$ cat src/rtl/fir_coef_ctrl.sv
// Double-buffered FIR coefficient controller: writes land in a shadow bank, a commit
// drains the filter pipeline (sample strobe masked) and then swaps shadow into active.
// Optional shadow readback port when FIR_COEF_READBACK_EN is defined.
module fir_coef_ctrl #(
  parameter int CW        = 12,
  parameter int NCOE      = 8,
  parameter int DRAIN_CYC = 8
) (
  input  logic               clk_i,
  input  logic               rst_i,
  input  logic               wr_valid_i,
  output logic               wr_ready_o,
  input  logic [2:0]         wr_addr_i,
  input  logic [CW-1:0]      wr_data_i,
  input  logic               commit_req_i,
  output logic               commit_ack_o,
  input  logic               en_i,
  output logic               en_out_o,
  output logic               busy_o,
  output logic [NCOE*CW-1:0] coe_flat_o,
  output logic [7:0]         drop_cnt_o
`ifdef FIR_COEF_READBACK_EN
  ,
  input  logic [2:0]         rd_addr_i,
  output logic [CW-1:0]      rd_data_o
`endif
);

  typedef enum logic [1:0] {IDLE, DRAIN, SWAP} state_t;

  localparam int         DEF_COE [8] = '{11, 31, 63, 104, 152, 198, 235, 255};
  localparam logic [7:0] DRAIN_LAST  = 8'(DRAIN_CYC);

  state_t                     state_q, state_d;
  logic [7:0]                 cnt_q, cnt_d;
  logic                       ack_q, ack_d;
  logic                       swap;
  logic [7:0]                 drop_q;
  logic [NCOE-1:0][CW-1:0]    shadow_q;
  logic [NCOE-1:0][CW-1:0]    active_q;
  logic                       busy;
  logic                       wr_fire;

  assign busy         = (state_q != IDLE);
  assign wr_ready_o   = ~busy;
  assign wr_fire      = wr_valid_i & ~busy;
  assign busy_o       = busy;
  assign en_out_o     = en_i & ~busy;
  assign commit_ack_o = ack_q;
  assign coe_flat_o   = active_q;
  assign drop_cnt_o   = drop_q;

  always_comb begin
    state_d = state_q;
    cnt_d   = cnt_q;
    ack_d   = 1'b0;
    swap    = 1'b0;
    unique case (state_q)
      IDLE: begin
        if (commit_req_i) begin
          state_d = DRAIN;
          cnt_d   = '0;
        end
      end
      DRAIN: begin
        cnt_d = cnt_q + 8'd1;
        if (cnt_d == DRAIN_LAST) begin
          state_d = SWAP;
          cnt_d   = '0;
        end
      end
      SWAP: begin
        state_d = IDLE;
        swap    = 1'b1;
        ack_d   = 1'b1;
      end
      default: state_d = IDLE;
    endcase
  end

  always_ff @(posedge clk_i or posedge rst_i) begin
    if (rst_i) begin
      state_q <= IDLE;
      cnt_q   <= '0;
      ack_q   <= 1'b0;
    end else begin
      state_q <= state_d;
      cnt_q   <= cnt_d;
      ack_q   <= ack_d;
    end
  end

  // Shadow is frozen while busy (wr_ready low), so the swap copies a stable bank.
  always_ff @(posedge clk_i or posedge rst_i) begin
    if (rst_i) begin
      for (int k = 0; k < NCOE; k++) begin
        shadow_q[k] <= CW'(DEF_COE[k % 8]);
        active_q[k] <= CW'(DEF_COE[k % 8]);
      end
    end else begin
      if (wr_fire && (32'(wr_addr_i) < NCOE))
        shadow_q[wr_addr_i] <= wr_data_i;
      if (swap)
        active_q <= shadow_q;
    end
  end

  always_ff @(posedge clk_i or posedge rst_i) begin
    if (rst_i)
      drop_q <= '0;
    else if (en_i && busy && (drop_q != 8'hFF))
      drop_q <= drop_q + 8'd1;
  end

`ifdef FIR_COEF_READBACK_EN
  logic [CW-1:0] rd_data_q;
  always_ff @(posedge clk_i or posedge rst_i) begin
    if (rst_i)
      rd_data_q <= '0;
    else
      rd_data_q <= shadow_q[rd_addr_i];
  end
  assign rd_data_o = rd_data_q;
`endif

endmodule

$ cat config.mk
export PLATFORM = sky130hd
export DESIGN_NAME = fir_coef_ctrl
export DESIGN_NICKNAME = d
export VERILOG_FILES = /design/src/rtl/fir_coef_ctrl.sv
export SDC_FILE = /design/constraint.sdc
export NUM_CORES = 1
export LEC_CHECK = 0
export BUFFER_PORTS_ARGS = -buffer_cell sky130_fd_sc_hd__buf_2
export CORE_UTILIZATION = 40
export DETAILED_ROUTE_END_ITERATION = 8
export PLACE_DENSITY = 0.61
export SKIP_LAST_GASP = 1
export SLEW_MARGIN = 10
export SYNTH_ARGS = -nofsm -noshare
export SYNTH_HDL_FRONTEND = slang
export SYNTH_SLANG_ARGS = --single-unit
$ cat constraint.sdc
create_clock -name clk_i -period 6.7 [get_ports clk_i]
set_clock_uncertainty 0.15 [all_clocks]
set_input_delay 0.67 -clock clk_i [delete_from_list [all_inputs] [get_ports clk_i]]
set_output_delay 0.67 -clock clk_i [all_outputs]
set_load 0.02 [all_outputs]
After elaboration in Yosys (flattened, before gate mapping)
Index checks and enable logic that the tools add are counted.
Operators by class
  add/sub/neg operators: 2
  multipliers: 0
  div/mod/pow operators: 0
  $lt $le $gt $ge: 2
  eq/ne operators: 6
  shift operators: 0
  muxes and demuxes: 10
  bitwise gates (word level): 3
  reduce and logical (&&, ||, !) cells: 8
Operators by type and width (number)
  bitwise mux 96 bit: 1
  demux 12 bit (select 3 bit): 1
  adder 8 x 1 -> 8 bit, second input constant: 2
  2-to-1 mux 8 bit: 2
  one-hot mux 8 bit (2 select lines): 1
  2-to-1 mux 12 bit: 1
  == test 8 x 4 -> 1 bit, second input constant: 1
  inequality test 8 bit, second input constant: 1
  less-than comparator 3 x 4 -> 1 bit, second input constant: 1
  2-to-1 mux 2 bit: 2
  inequality test 2 bit, second input constant: 2
  one-hot mux 2 bit (2 select lines): 1
  AND reduction 2 bit: 2
  nonzero test 2 bit: 2
  greater-or-equal comparator 3 x 1 -> 1 bit, second input constant: 1
  logical AND 1 bit: 3
  AND 1 bit: 2
  == test 2 x 1 -> 1 bit, second input constant: 1
  == test 2 bit, second input constant: 1
  zero test 2 bit: 1
  2-to-1 mux 1 bit: 1
  NOT 1 bit: 1
Storage, ports and cells
  flip-flop bits (word level): 211
  latch bits: 0
  memory bits (writable): 0
  ROM bits: 0
  input port bits: 20
  output and inout port bits: 108
  memories kept: 0

Longest topological paths before layout
Gate-level depths: netlist (run 1).
  depth in word-level cells: 5
  depth in mapped cells: 7
  gate-level depth less buffers: 6

Least setup slack after synthesis (run 1)
Ideal clock, no wire load.
  path kind: flip-flop to flip-flop
  start: register cnt_q[1]
  end: register cnt_q[3]
  data arrival time: 1.606 ns
  required time: 6.463 ns
  slack: 4.857 ns
  stages on the path, launching flop included: 7
  buffers on the path: 0
  path through: dfrtp_1 ha_1 and3_1 and3_1 a31oi_2 o21ai_1 o211ai_1
On the way
  cells in the longest elaborated chain, start to end: 4
RTL lines
  from (decl): line 35  | logic [7:0] cnt_q, cnt_d;
  from (signal assigned): line 88  | cnt_q <= cnt_d;
  adder 8 x 1 -> 8 bit *: line 66  | cnt_d = cnt_q + 8'd1;
  == test 8 x 4 -> 1 bit: line 67  | if (cnt_d == DRAIN_LAST) begin
  2-to-1 mux 8 bit *: line 67
  one-hot mux 8 bit (2 select lines) *: line 58  | unique case (state_q)
Mark *: on every way between the ends. The rest lies on a longest branch, timed or not.
A chain may end at the register's enable or synchronous reset.

Worst setup path after layout (run 1)
  start: register state_q[1]
  end: register active_q (netlist bit coe_flat_o[30])
On the way
  cells in the longest elaborated chain, start to end: 2
RTL lines
  from (decl): line 34  | state_t state_q, state_d;
  from (signal assigned): line 87  | state_q <= state_d;
  == test 2 bit: line 58
  2-to-1 mux 1 bit: line 58
  to (signal, indexed assignment): line 98  | active_q[k] <= CW'(DEF_COE[k % 8]);
  to (signal assigned): line 104  | active_q <= shadow_q;
  to (decl): line 40  | logic [NCOE-1:0][CW-1:0] active_q;
Every way passes these cells.

==> results_dict.tcl, run 1 <==
set metrics [dict create \
    status "complete, no violations" \
    die_y_um 147.4 \
    setup_viol 0 \
    slew_violations 0 \
    path_max_fanout 66 \
    clock.fmax_ghz 0.3473 \
    path_class "reg2reg" \
    drive_gt1_share_pct 67.01 \
    synth_simple_gate_area_share_pct 3.716 \
    netlist_area_mm2 0.008452 \
    first_global_vias 4970 \
    ys_ff_latch 211 \
    yosys_warnings 0 \
    path_delay_family "simple AND/OR/NAND/NOR gates" \
    drt_iter0_drc 181 \
    ant_nets 0 \
    crit_path_start_kind "register" \
    cpMaxStageDelayCell "nor2b_4" \
    synthesis.nets 544 \
    wl_per_cell_um 18.55 \
    synth_compound_area_share_pct 2.028 \
    hold_path_class "in2async" \
    insertedDiodeCount 0 \
    slew_headroom_pct 25.98 \
    rsz0062_at_grt "false" \
    dieWidth_um 147.4 \
    drc 0 \
    grt_pass1_wl_mm 27.99 \
    finalHoldViolCount 0 \
    dp_hpwl_mm 11.48 \
    rows 52 \
    grt_max_degree 156 \
    slowest_delay_ns 0.82 \
    period_needed_ns 2.879 \
    design_area_mm2 0.01004 \
    cp_data_arrival_time_ns 3.11 \
    cts_htree_levels 1 \
    dpl_cell_area_mm2 0.009263 \
    final.period_utilization_pct 42.97 \
    p_per_area_mw_per_mm2 391.2 \
    cts-root-buf "clkbuf_16" \
    synth_top_family_by_area "multiplexers" \
    post_cts_resized 0 \
    die_area_mm2 0.02172 \
    endpoint_kind "register" \
    drt_wl_total_mm 17.44 \
    critPathBufInv 1 \
    final.setup.tns_ns 0 \
    postSynthAreaPerCell_um2 16.22 \
    synthMuxAreaShare_pct 26.87 \
    clk_latency_ns 0.50 \
    drtPass1Iterations 4 \
    io_pins 128 \
    n_fill_cell 1779 \
    post_cts_buffers 0 \
    cts_tree "built" \
    vias_per_cell 5.046 \
    grt_overflow 0 \
    cts_made_buffers 23 \
    vias 4743 \
    track_usage_pct 16.47 \
    nets 676 \
    start_util_pct 41.24 \
    portBuffers 127 \
    synth_xor_area_share_pct 0.9326 \
    max_slew.worst_pin.slew_ns 1.110 \
    synth_adder_area_share_pct 0.4441 \
    layout_commonest_cell "mux2_2" \
    synthFlopType "dfrtp_1" \
    area_delta_synth_final_pct 18.77 \
    maxCapViolations 0 \
    path_cells "nor2b_4 > buf_4 > mux2_2" \
    cts_buffer_depth 3 \
    mostFrequentLayoutCells "mux2_2, dfrtp_1, buf_2" \
    required_ns 6.93 \
    ir_worst_vdd_mv 0.1937 \
    synth_seq_area_share_pct 63.60 \
    synth_edf_count 0 \
    cts_hold_repair.buffers 0 \
    grt_antenna_before_repair 0 \
    synthDistinctLibCells 43 \
    cts.sinks 211 \
    clk_pin_slew_ns 0.06 \
    async_flop_share_pct 100.0 \
    leakagePower_nw 4.986 \
    globalplace.congestion 0.7645 \
    netlist_instances 521 \
    coreArea_mm2 0.02049 \
]
layer usage:
metal | wire length, µm | global-route usage, % | vias up
met4 | 325 | 4.588 | 0
li1 | - | - | 2115
met3 | 801 | 2.298 | 28
met5 | 0 | 0 | -
met2 | 8242 | 26.06 | 116
met1 | 8067 | 23.70 | 2484
logic make-up after synthesis:
family / after synthesis
adders and majority gates: 3
AOI/OAI and AO/OA: 24
and+or+nand+nor: 56
buffers and inverters: 25
xor gates and xnor gates: 9
DFF: 211
muxes: 193
layout make-up:
cell class / count / area [µm²] / area share (%)
Clock buffer: 35 / 710.7 / 7.080
Clock inverter: 7 / 65.06 / 0.6481
Sequential cell: 211 / 5375 / 53.55
Multi-Input combinational cell: 285 / 2880 / 28.69
Inverter: 3 / 18.77 / 0.1870
Timing Repair Buffer: 129 / 650.6 / 6.481
Tap cell: 270 / 337.8 / 3.365
report_power, final:
group	total (W)	internal, W	switching, W
Clock	0.00126	0.000768	0.000488
Combinational	0.000703	0.000400	0.000303
Sequential	0.00197	0.00173	0.000238
worst paths after layout:
path,slack [ns],cells after the start,endpoint,from
worst max-delay path,3.82,3,coe_flat_o[30],state_q[1]
max in group asynchronous,4.77,3,coe_flat_o[74],rst_i
worst min-delay path,0.18,2,commit_ack_o,rst_i
worst min register to register,0.34,1,coe_flat_o[31],coe_flat_o[31]
worst max register to register,3.82,3,coe_flat_o[30],state_q[1]
min in group clk_i,0.34,1,coe_flat_o[31],coe_flat_o[31]
sequential cells by signal, summed over array words and instances, names as in the netlist:
register	cells
shadow_q	96
drop_cnt_o	8
state_q	2
coe_flat_o	96
commit_ack_o	1
cnt_q	8
through the flow:
stage / setup WS, ns / hold WS, ns / cells / total power (W) / util, %
6_report: 3.821 / 0.1812 / 940 / 0.003927 / 48.98
5_1_grt: 3.661 / 0.3106 / 940 / 0.004125 / 48.98
4_1_cts: 3.799 / 0.3290 / 940 / 0.003966 / 48.98
3_5_place_dp: 3.814 / 0.3283 / 898 / 0.002693 / 45.20
3_3_place_gp: 3.895 / 0.3201 / 898 / 0.002636 / 45.20
2_1_floorplan: 0.2399 / 0.3085 / 521 / 0.002473 / -
Yosys cell counts, types with 3 or more instances:
master / instances / area [µm²]
and3_1: 3 / 18.77
and3_4: 3 / 33.78
buf_2: 7 / 35.03
buf_6: 10 / 112.6
dfrtp_1: 135 / 3378
dfstp_2: 76 / 1997
ha_1: 3 / 37.54
inv_1: 3 / 11.26
mux2_2: 166 / 1869
mux2_4: 26 / 390.4
nand2_1: 17 / 63.81
nand2_2: 3 / 18.77
nand4_1: 5 / 31.28
nor2_1: 8 / 30.03
nor2b_1: 3 / 18.77
o21ai_0: 9 / 45.04
xnor2_1: 5 / 43.79
xor2_1: 4 / 35.03
(Power assumes the default switching activity.)
==> run 2: changes to the inputs <==
==> constraint.sdc (replaced) <==
create_clock -name clk_i -period 2.6 [get_ports clk_i]
set_clock_uncertainty 0.15 [all_clocks]
set_input_delay 0.26 -clock clk_i [delete_from_list [all_inputs] [get_ports clk_i]]
set_output_delay 0.26 -clock clk_i [all_outputs]
set_load 0.02 [all_outputs]
==> run 2 against run 1 <==
Compared with the run above: sequential share of layout area shrank 0.42 points; wire length grew 3.2%; setup slack lost 3.4 ns; fmax grew 33%; sequential power grew to 2.6 times the previous value; combinational power grew to 2.6 times the previous value; global-route usage grew 0.68 points; power grew to 2.6 times the previous value; critical path type unchanged.
==> results_dict.tcl, run 2 (synthesis gave the netlist of run 1 again) <==
set metrics [dict create \
    status "complete, no violations" \
    die_area_mm2 0.02172 \
    reg2reg_from "cnt_q[0]" \
    n_fill_cell 1761 \
    endpoint_kind "register" \
    ant_nets 0 \
    seq_power_share_pct 49.8 \
    p_clk_share_pct 32.1 \
    critPathBufInv 0 \
    die_y_um 147.4 \
    nets 681 \
    hold_path_class "in2reg" \
    reg2reg_slack_ns 0.43 \
    post_cts_buffers 0 \
    period_needed_ns 2.165 \
    required_ns 2.81 \
    path_depth 6 \
    rsz0062_at_grt "false" \
    slew_headroom_pct 51.52 \
    vias_per_cell 5.025 \
    drc 0 \
    p_per_area_mw_per_mm2 1010 \
    dieWidth_um 147.4 \
    clk_pin_slew_ns 0.06 \
    cts_buffer_depth 3 \
    cts_made_buffers 23 \
    cts_tree "built" \
    hold_ws_ns 0.02532 \
    final.period_utilization_pct 83.27 \
    min_delay_path_depth 2 \
    final_cells 945 \
    cpMaxStageDelayCell "dfrtp_1" \
    leakagePower_nw 5.018 \
    p_comb_share_pct 18.1 \
    slowest_delay_ns 0.49 \
    setup_slack_ns 0.4350 \
    mostFrequentLayoutCells "mux2_2, dfrtp_1, buf_2" \
    switchingPower_w 0.002716 \
    placed_cells 901 \
    place_ws_ns 0.5165 \
    ir_worst_vdd_mv 0.5527 \
    start_util_pct 41.24 \
    vias 4749 \
    finalHoldViolCount 0 \
    clk_latency_ns 0.51 \
    layout_commonest_cell "mux2_2" \
    dp_hpwl_mm 11.99 \
    grt_antenna_before_repair 0 \
    final.setup.tns_ns 0 \
    maxCapViolations 0 \
    globalplace.congestion 0.7989 \
    grt_pass1_wl_mm 28.96 \
    max_slew.worst_pin.slew_ns 0.7257 \
    grt_max_degree 103 \
    portBuffers 127 \
    coreArea_mm2 0.02049 \
    cts.sinks 211 \
    slew_violations 0 \
    reg2regPathDepth 6 \
    track_usage_pct 17.16 \
    clock.fmax_ghz 0.4619 \
    drive_gt1_share_pct 66.96 \
    drt_wl_total_mm 18.00 \
    cts-root-buf "clkbuf_16" \
    drt_iter0_drc 201 \
    crit_path_start_kind "register" \
    min_from "wr_data_i[10]" \
    path_delay_family "compound AO/OA/AOI/OAI gates" \
    grt_overflow 0 \
    io_pins 128 \
    post_cts_resized 0 \
    insertedDiodeCount 0 \
    rows 52 \
    path_cells "ha_1 > and3_1 > a311oi_1 > a31oi_2 > o21ai_1 > o211ai_1" \
    path_max_fanout 10 \
    holdPathEnd "shadow_q[10]" \
    cts_htree_levels 1 \
    drtPass1Iterations 4 \
    first_global_vias 5047 \
    cp_data_arrival_time_ns 2.38 \
    setup_viol 0 \
    area_delta_synth_final_pct 19.70 \
    worstReg2RegEnd "cnt_q[3]" \
    path_class "reg2reg" \
    cp-startpoint "cnt_q[0]" \
    power_w 0.01022 \
    wl_per_cell_um 19.05 \
    switching_share_pct 26.58 \
    p_int_w 0.007503 \
]
-- run 2: worst max-delay path by stage --
stage	end	slack [ns]
after global placement	cnt_q[3]	0.65
after global routing	cnt_q[3]	0.35
after CTS	cnt_q[3]	0.50
final	cnt_q[3]	0.43
after floorplan	cnt_q[0]	-0.49
after detailed placement	cnt_q[3]	0.52
-- run 2: power by group through the flow --
stage	Clock [W]	Combinational (W)	Sequential [W]
after floorplan	0	0.00130	0.00508
after global placement	0	0.00177	0.00506
after detailed placement	0	0.00186	0.00513
after CTS	0.00337	0.00187	0.00508
after global routing	0.00351	0.00201	0.00522
final	0.00328	0.00185	0.00509
-- run 2: final cells by class --
| class | count | area (µm²) | share of cell area [%] |
|---|---|---|---|
| flip-flops and latches | 211 | 5375 | 53.13 |
| multi-input cells | 285 | 2880 | 28.47 |
| repair buffers | 134 | 730.7 | 7.222 |
| clock buffers | 32 | 670.6 | 6.629 |
| well taps | 270 | 337.8 | 3.339 |
| clock inverters | 10 | 107.6 | 1.064 |
| inverters | 3 | 15.01 | 0.1484 |
-- run 2: metrics by stage --
stage          area [µm²]  utilization [%]
3_3_place_gp         9319            45.47
3_5_place_dp         9319            45.47
6_report            10120            49.37
5_1_grt             10120            49.37
2_1_floorplan        8456                -
4_1_cts             10120            49.37
-- run 2: what timing repair did --
item	in CTS	in global routing
endpoints found under the hold margin	143	0
hold buffers	2	0
setup endpoints to repair	0	0
-- run 2: routing by layer --
layer  track usage [%]  routed length (µm)  vias up
li1                  -                   -     2123
met1             22.79                7942     2481
met2             28.23                8716      119
met3             3.727                1010       26
met4             5.000                 332        0
met5                 0                   0        -
